===== src/rtl/delayfall_counter.sv =====
// rtl/delayfall_counter.sv - falling-edge delay cell: rise passes after sync latency, fall held off DELAY_CYCLES clocks
// Doubles as a minimum-on-time stretcher; a re-rise during the hold-off cancels the pending fall.
module delayfall_counter #(
    parameter int DELAY_CYCLES = 10,
    parameter int CNT_W        = 8,
    parameter int SYNC_STAGES  = 2
) (
    input  logic             CELCLK,
    input  logic             CELRST,
    input  logic             CELV,
    input  logic             CELG,
    input  logic             CELSUB,
    input  logic             i,
    output logic             o,
    output logic             busy,
    output logic             fall_pulse,
    output logic             abort_pulse,
    output logic [CNT_W-1:0] abort_cnt
);

    typedef enum logic [1:0] {
        ST_LOW      = 2'b00,
        ST_HIGH     = 2'b01,
        ST_FALLWAIT = 2'b10
    } state_t;

    localparam logic [CNT_W-1:0] CNT_MAX  = '1;
    localparam logic [CNT_W-1:0] CNT_ONE  = CNT_W'(1);
    localparam logic [CNT_W-1:0] LOAD_VAL = (DELAY_CYCLES > 0) ? CNT_W'(DELAY_CYCLES - 1) : '0;

    generate
        if (DELAY_CYCLES < 0 || DELAY_CYCLES > (2 ** CNT_W) - 1) begin : g_bad_delay
            $error("delayfall_counter: DELAY_CYCLES does not fit in CNT_W bits");
        end
        if (SYNC_STAGES < 1) begin : g_bad_sync
            $error("delayfall_counter: SYNC_STAGES must be at least 1");
        end
    endgenerate

    // Supply/substrate pins exist only for the cell footprint.
    logic w_unused_pins;
    assign w_unused_pins = CELV ^ CELG ^ CELSUB;

    logic [SYNC_STAGES-1:0] r_sync;
    logic                   w_i_s;

    state_t                 r_state;
    state_t                 w_state_nxt;
    logic [CNT_W-1:0]       r_cnt;
    logic [CNT_W-1:0]       w_cnt_nxt;
    logic [CNT_W-1:0]       r_abort_cnt;
    logic [CNT_W-1:0]       w_abort_cnt_nxt;
    logic                   r_o;
    logic                   r_busy;
    logic                   r_fall_pulse;
    logic                   r_abort_pulse;
    logic                   w_o_nxt;
    logic                   w_busy_nxt;
    logic                   w_fall_nxt;
    logic                   w_abort_nxt;

    always_ff @(posedge CELCLK or posedge CELRST) begin
        if (CELRST) begin
            r_sync <= '0;
        end else begin
            r_sync[0] <= i;
            for (int k = 1; k < SYNC_STAGES; k++) begin
                r_sync[k] <= r_sync[k-1];
            end
        end
    end

    assign w_i_s = r_sync[SYNC_STAGES-1];

    always_ff @(posedge CELCLK or posedge CELRST) begin
        if (CELRST) begin
            r_state       <= ST_LOW;
            r_cnt         <= '0;
            r_abort_cnt   <= '0;
            r_o           <= 1'b0;
            r_busy        <= 1'b0;
            r_fall_pulse  <= 1'b0;
            r_abort_pulse <= 1'b0;
        end else begin
            r_state       <= w_state_nxt;
            r_cnt         <= w_cnt_nxt;
            r_abort_cnt   <= w_abort_cnt_nxt;
            r_o           <= w_o_nxt;
            r_busy        <= w_busy_nxt;
            r_fall_pulse  <= w_fall_nxt;
            r_abort_pulse <= w_abort_nxt;
        end
    end

    always_comb begin
        w_state_nxt     = r_state;
        w_cnt_nxt       = r_cnt;
        w_abort_cnt_nxt = r_abort_cnt;
        w_fall_nxt      = 1'b0;
        w_abort_nxt     = 1'b0;
        case (r_state)
            ST_LOW: begin
                if (w_i_s) begin
                    w_state_nxt = ST_HIGH;
                end
            end
            ST_HIGH: begin
                if (!w_i_s) begin
                    if (DELAY_CYCLES > 0) begin
                        w_state_nxt = ST_FALLWAIT;
                        w_cnt_nxt   = LOAD_VAL;
                    end else begin
                        w_state_nxt = ST_LOW;
                        w_fall_nxt  = 1'b1;
                    end
                end
            end
            ST_FALLWAIT: begin
                if (w_i_s) begin
                    w_state_nxt = ST_HIGH;
                    w_cnt_nxt   = '0;
                    w_abort_nxt = 1'b1;
                    if (r_abort_cnt != CNT_MAX) begin
                        w_abort_cnt_nxt = r_abort_cnt + CNT_ONE;
                    end
                end else if (r_cnt == '0) begin
                    w_state_nxt = ST_LOW;
                    w_fall_nxt  = 1'b1;
                end else begin
                    w_cnt_nxt = r_cnt - CNT_ONE;
                end
            end
            default: begin
                w_state_nxt = ST_LOW;
                w_cnt_nxt   = '0;
            end
        endcase
        // Outputs are registered copies of the next state so o and the pulses land on the same edge.
        w_o_nxt    = (w_state_nxt != ST_LOW);
        w_busy_nxt = (w_state_nxt == ST_FALLWAIT);
    end

    assign o           = r_o;
    assign busy        = r_busy;
    assign fall_pulse  = r_fall_pulse;
    assign abort_pulse = r_abort_pulse;
    assign abort_cnt   = r_abort_cnt;

endmodule


===== config.mk =====
export PLATFORM = sky130hd
export DESIGN_NAME = delayfall_counter
export DESIGN_NICKNAME = d
export VERILOG_FILES = /design/src/rtl/delayfall_counter.sv
export SDC_FILE = /design/constraint.sdc
export NUM_CORES = 1
export LEC_CHECK = 0
export ABC_AREA = 1
export BUFFER_PORTS_ARGS = -buffer_cell sky130_fd_sc_hd__buf_2
export CAP_MARGIN = 10
export CORE_UTILIZATION = 50
export CTS_CLUSTER_SIZE = 25
export DETAILED_ROUTE_END_ITERATION = 16
export PLACE_DENSITY = 0.73
export REMOVE_ABC_BUFFERS = 1
export SKIP_LAST_GASP = 1
export SYNTH_ARGS = -nofsm -noshare
export SYNTH_HDL_FRONTEND = slang
export SYNTH_SLANG_ARGS = --single-unit

===== constraint.sdc =====
create_clock -name CELCLK -period 3.19 [get_ports CELCLK]
set_clock_uncertainty 0.2 [all_clocks]
set_input_delay 0.638 -clock CELCLK [delete_from_list [all_inputs] [get_ports CELCLK]]
set_output_delay 0.638 -clock CELCLK [all_outputs]
set_load 0.005 [all_outputs]

[Yosys cells after proc, flatten, opt, wreduce, memory -nomap -nowiden]
Index checks and enable logic that the tools add are counted.
Cells by class
  add/sub/neg operators: 2
  $mul: 0
  reductions and logical operators: 5
  bitwise logic cells: 1
  order comparisons: 0
  div/mod/pow operators: 0
  multiplexer cells: 14
  shift-type cells: 0
  equal/unequal tests: 6
Operator list (number)
  8-bit two-way mux: 3
  8-bit one-hot mux with 3 select lines: 1
  8-bit by 1-bit adder with 8-bit output (second input constant): 1
  8-bit logical NOT: 1
  2-bit two-way mux: 4
  8-bit inequality test (second input constant): 1
  8-bit by 1-bit subtractor with 8-bit output (second input constant): 1
  2-bit one-hot mux with 3 select lines: 1
  3-bit AND reduction: 2
  1-bit two-way mux: 5
  2-bit == test (second input constant): 2
  3-bit inequality test (second input constant): 1
  2-bit by 1-bit == test with 1-bit output (second input constant): 1
  2-bit logical NOT: 1
  2-bit inequality test (second input constant): 1
  2-bit nonzero test: 1
  1-bit NOT: 1
Storage, ports and cells
  input port bits: 6
  latch bits: 0
  output and inout port bits: 12
  memories kept: 0
  ROM bits: 0
  bits in writable memories: 0
  flip-flop bits (word level): 24

[Logic depth before layout (Yosys ltp)]
  word-level depth: 5
  depth in mapped cells: 10
  mapped depth without buffers: 10

[Least setup slack after synthesis]
No wires, ideal clock.
  path type: reg-to-reg
  start: reg r_state[0]
  end: reg r_cnt[1]
  setup slack: 1605 ps
  library setup time: 95 ps
  arrival: 1290 ps
  stages on the path, launching flop included: 9
  path buffers: 0
  cells stage by stage: dfrtp_1 -> inv_1 -> ha_1 -> inv_2 -> nor2_4 -> inv_2 -> nor2_2 -> inv_1 -> o31ai_1
On the way
  longest elaborated chain between the ends: 3
  elaborated cells between the ends (all ways): 8
Ends and longest elaborated chain
  start: declaration: line 47  | state_t r_state;
  start signal: assignment: line 85  | r_state <= w_state_nxt;
  2-bit == test (tied with other cells): line 101  | case (r_state)
  3-bit inequality test (no source line) (tied with other cells)
  3-bit AND reduction (no source line)
  end signal: assignment: line 86  | r_cnt <= w_cnt_nxt;
  end: declaration: line 49  | logic [CNT_W-1:0] r_cnt;
Parallel ways exist; a longest one is shown, timed or not.
A chain may end at the register's enable or synchronous reset.

[Worst setup path in the final report]
Same ends and word-level chain as after synthesis.

==> metrics.txt <==
status=completed; Tot Pwr=around 1.2 mW; Post-Synth Simple-Gate Area=0.3047; Die Ht=approximately 55 um; Max VDD drop=about 0.45 mV; number of distinct library cells after synthesis=27; largest net degree at the start of global routing=25; post-synthesis adder-cell area fraction=0.06329; FF-to-FF path depth=8; Max clock buf depth=2; Yosys top cell by area=dfrtp_1; Routed Antenna Nets=0; total die area=around 0.0030 mm^2; mean post-synth cell area=8.046 um^2; Layout area overhead=10.40%; final hold vios=0; Hold Startpoint=r_sync[0]; clock latency on the worst-skew pair=0.31 ns; register bit total from synthesis=24; Clock Root Buffer=clkbuf_4; slew margin rel.=0.4007; largest family of logic cells by synthesized area=simple AND/OR/NAND/NOR gates; net total in the final layout=204; first-pass GRT wire length=4160 um; Fmax achieved=553.2 MHz; gr ovfl total=0; Clock transition at path regs=0.13 ns; clock buffer count from CTS=3; TritonRoute pass-1 iters=4; XOR/XNOR Fraction of Synth Area=0.03165; register area share after synthesis=0.4340; ANT cells=0; Die Wd=around 55 um; I/O Buffers=14; internal reg-to-reg setup slack=between 1 and 1.5 ns; Fillers=249; final slew viol count=0; Core Box Area=0.002545 mm^2; total track usage=0.1988; kind of critical path=register to register; design area=0.001528 mm^2; hold endpoint=r_sync[1]; RSZ-0062 raised after global routing=no; vias in the first global route=1,007; Post-DP Area=between 0.001 and 0.0015 mm^2; Cell Area, Synth=between 0.001 and 0.0015 mm^2; layout cell share with drive strength beyond 1=0.2000; Hold Crit Depth=0; Mapped Cells=172; mux cell area share after synthesis=0; top cells by area, synth=dfrtp_1, nand2_1, inv_1; FF-to-FF Start=r_state[0]; Final Routed Wirelength=approximately 2600 um; Site Rows=18; top-level I/O count=18; # resized after CTS=0; Post-synth ARST share=1.000; number of setup violations in the final report=0; initial antenna violation count=0; setup bufs post-CTS=0; Max-Cap Viols=0; share of the synthesized area in the top cell type=0.4340; WL per Instance=11.64 um; Via Count=around 1,100; Post-synth EDFFs=0; hold_buf cts=0; crit start category=register; Initial Util=0.5438; Req. time, crit path=3.21 ns; CTS sink cnt=24; Min-Delay Path Class=register to register; main flop type after synthesis=dfrtp_1; period utilisation layout=0.5667; Leakage=0.8347 nW; PD cells=760.4 mW/mm^2; warnings from Yosys=0; CP Capture Type=register; post-detail-place hpwl=1974 um; H-tree depth=1; clock period minus final worst setup slack=1.808 ns; Synth Area in Compound Gates=0.06691; critical-path maximum fanout=5; Slew @ Worst Pin=0.8980 ns; Setup Total Neg Slack=0 ns; Worst EP arrival=1.83 ns; iteration-0 DRC count of the detailed router=24; gp weighted congestion=0.8519; CTS tree=built; DRC errors left=0; DR vias/cell=~5.1; r2r endpoint=r_cnt[1]
## report_power, final
| group | switching [mW] | internal (mW) |
|---|---|---|
| Sequential | 0.0600 | 0.377 |
| Clock | 0.0901 | 0.0697 |
| Combinational | 0.363 | 0.202 |
| Total | 0.513 | 0.649 |
## Yosys cell counts (4+ instances only)
master / instances
inv_2: 6
inv_1: 28
ha_1: 7
nand3_1: 9
dfrtp_1: 24
o21ai_1: 5
nand2_1: 43
nor2_1: 13
nand4_1: 6
xor2_1: 4
## state kept, by name (all words and copies together), names as in the netlist
register,cells
fall_pulse,1
o,1
r_sync,2
abort_cnt,8
r_cnt,8
r_state,2
busy,1
abort_pulse,1
## critical path, stage by stage, from the launching register on
cell and delay [ns]:
dfrtp_1 0.43, inv_1 0.13, ha_1 0.27, inv_2 0.08, nor2_4 0.15, inv_2 0.05, nor2_2 0.13, inv_1 0.06
o31ai_1 0.22
## cells in the final DEF, fill, tap and decap left out, types with 2 or more instances in the layout
cell and n:
nand4_1 6, nand3_1 9, nand2_4 2, clkbuf_4 3, nor2_1 13, ha_1 7, o31ai_1 3, o21ai_0 3
o21ai_1 5, inv_2 6, nor2_4 3, nor2_2 2, xor2_1 4, dfrtp_1 24, nand2_1 43, inv_1 28
buf_2 14, a21oi_1 3
## through the flow
| stage | hold WS (ns) | util | worst slack, ns | std cells |
|---|---|---|---|---|
| finish | 0.1667 | 0.6003 | 1.382 | 220 |
| global route | 0.1714 | 0.6003 | 1.285 | 220 |
| CTS | 0.1680 | 0.6003 | 1.388 | 220 |
| detailed placement | 0.1379 | 0.5860 | 1.432 | 216 |
| global placement | 0.1313 | 0.5860 | 1.463 | 216 |
| floorplan | 0.1312 | - | 1.605 | 172 |
## layer usage
metal	wire length, um	global-route usage	up-vias	share of wire
li1	-	-	566	-
met1	1176	0.2526	520	0.46
met2	1286	0.3253	22	0.50
met3	64	0.03611	4	0.025
met4	33	0.08974	0	0.013
met5	0	0	-	0
## kinds of logic (layout without fill, tap and decap cells)
kind of cell / Yosys count / in the layout
AND/OR/NAND/NOR: 84 / 84
flip-flops: 24 / 24
buffers and inverters: 36 / 54
adder cells (fa/ha/maj): 7 / 7
XOR/XNOR: 5 / 5
AO/OA/AOI/OAI: 16 / 16
## how the worst max path moves through the flow
stage / startpoint / endpoint / slack [ns] / depth (start not counted)
after detailed placement: r_state[0] / r_cnt[1] / 1.43 / 8
final: r_state[0] / r_cnt[1] / 1.38 / 8
after global placement: r_state[0] / r_cnt[1] / 1.46 / 8
after floorplan: r_state[0] / r_cnt[1] / 1.60 / 8
after global routing: r_state[0] / r_cnt[1] / 1.28 / 8
after CTS: r_state[0] / r_cnt[1] / 1.39 / 8
## layout make-up
cell class	count	area [um^2]	area share
sequential	24	600.6	0.3931
clock buffer	4	36.28	0.02375
multi-input combinational	112	645.6	0.4226
tap	30	37.54	0.02457
timing repair buffer	14	70.07	0.04586
inverter	36	137.6	0.09009
No activity file was read; power rests on OpenSTA's default activity.
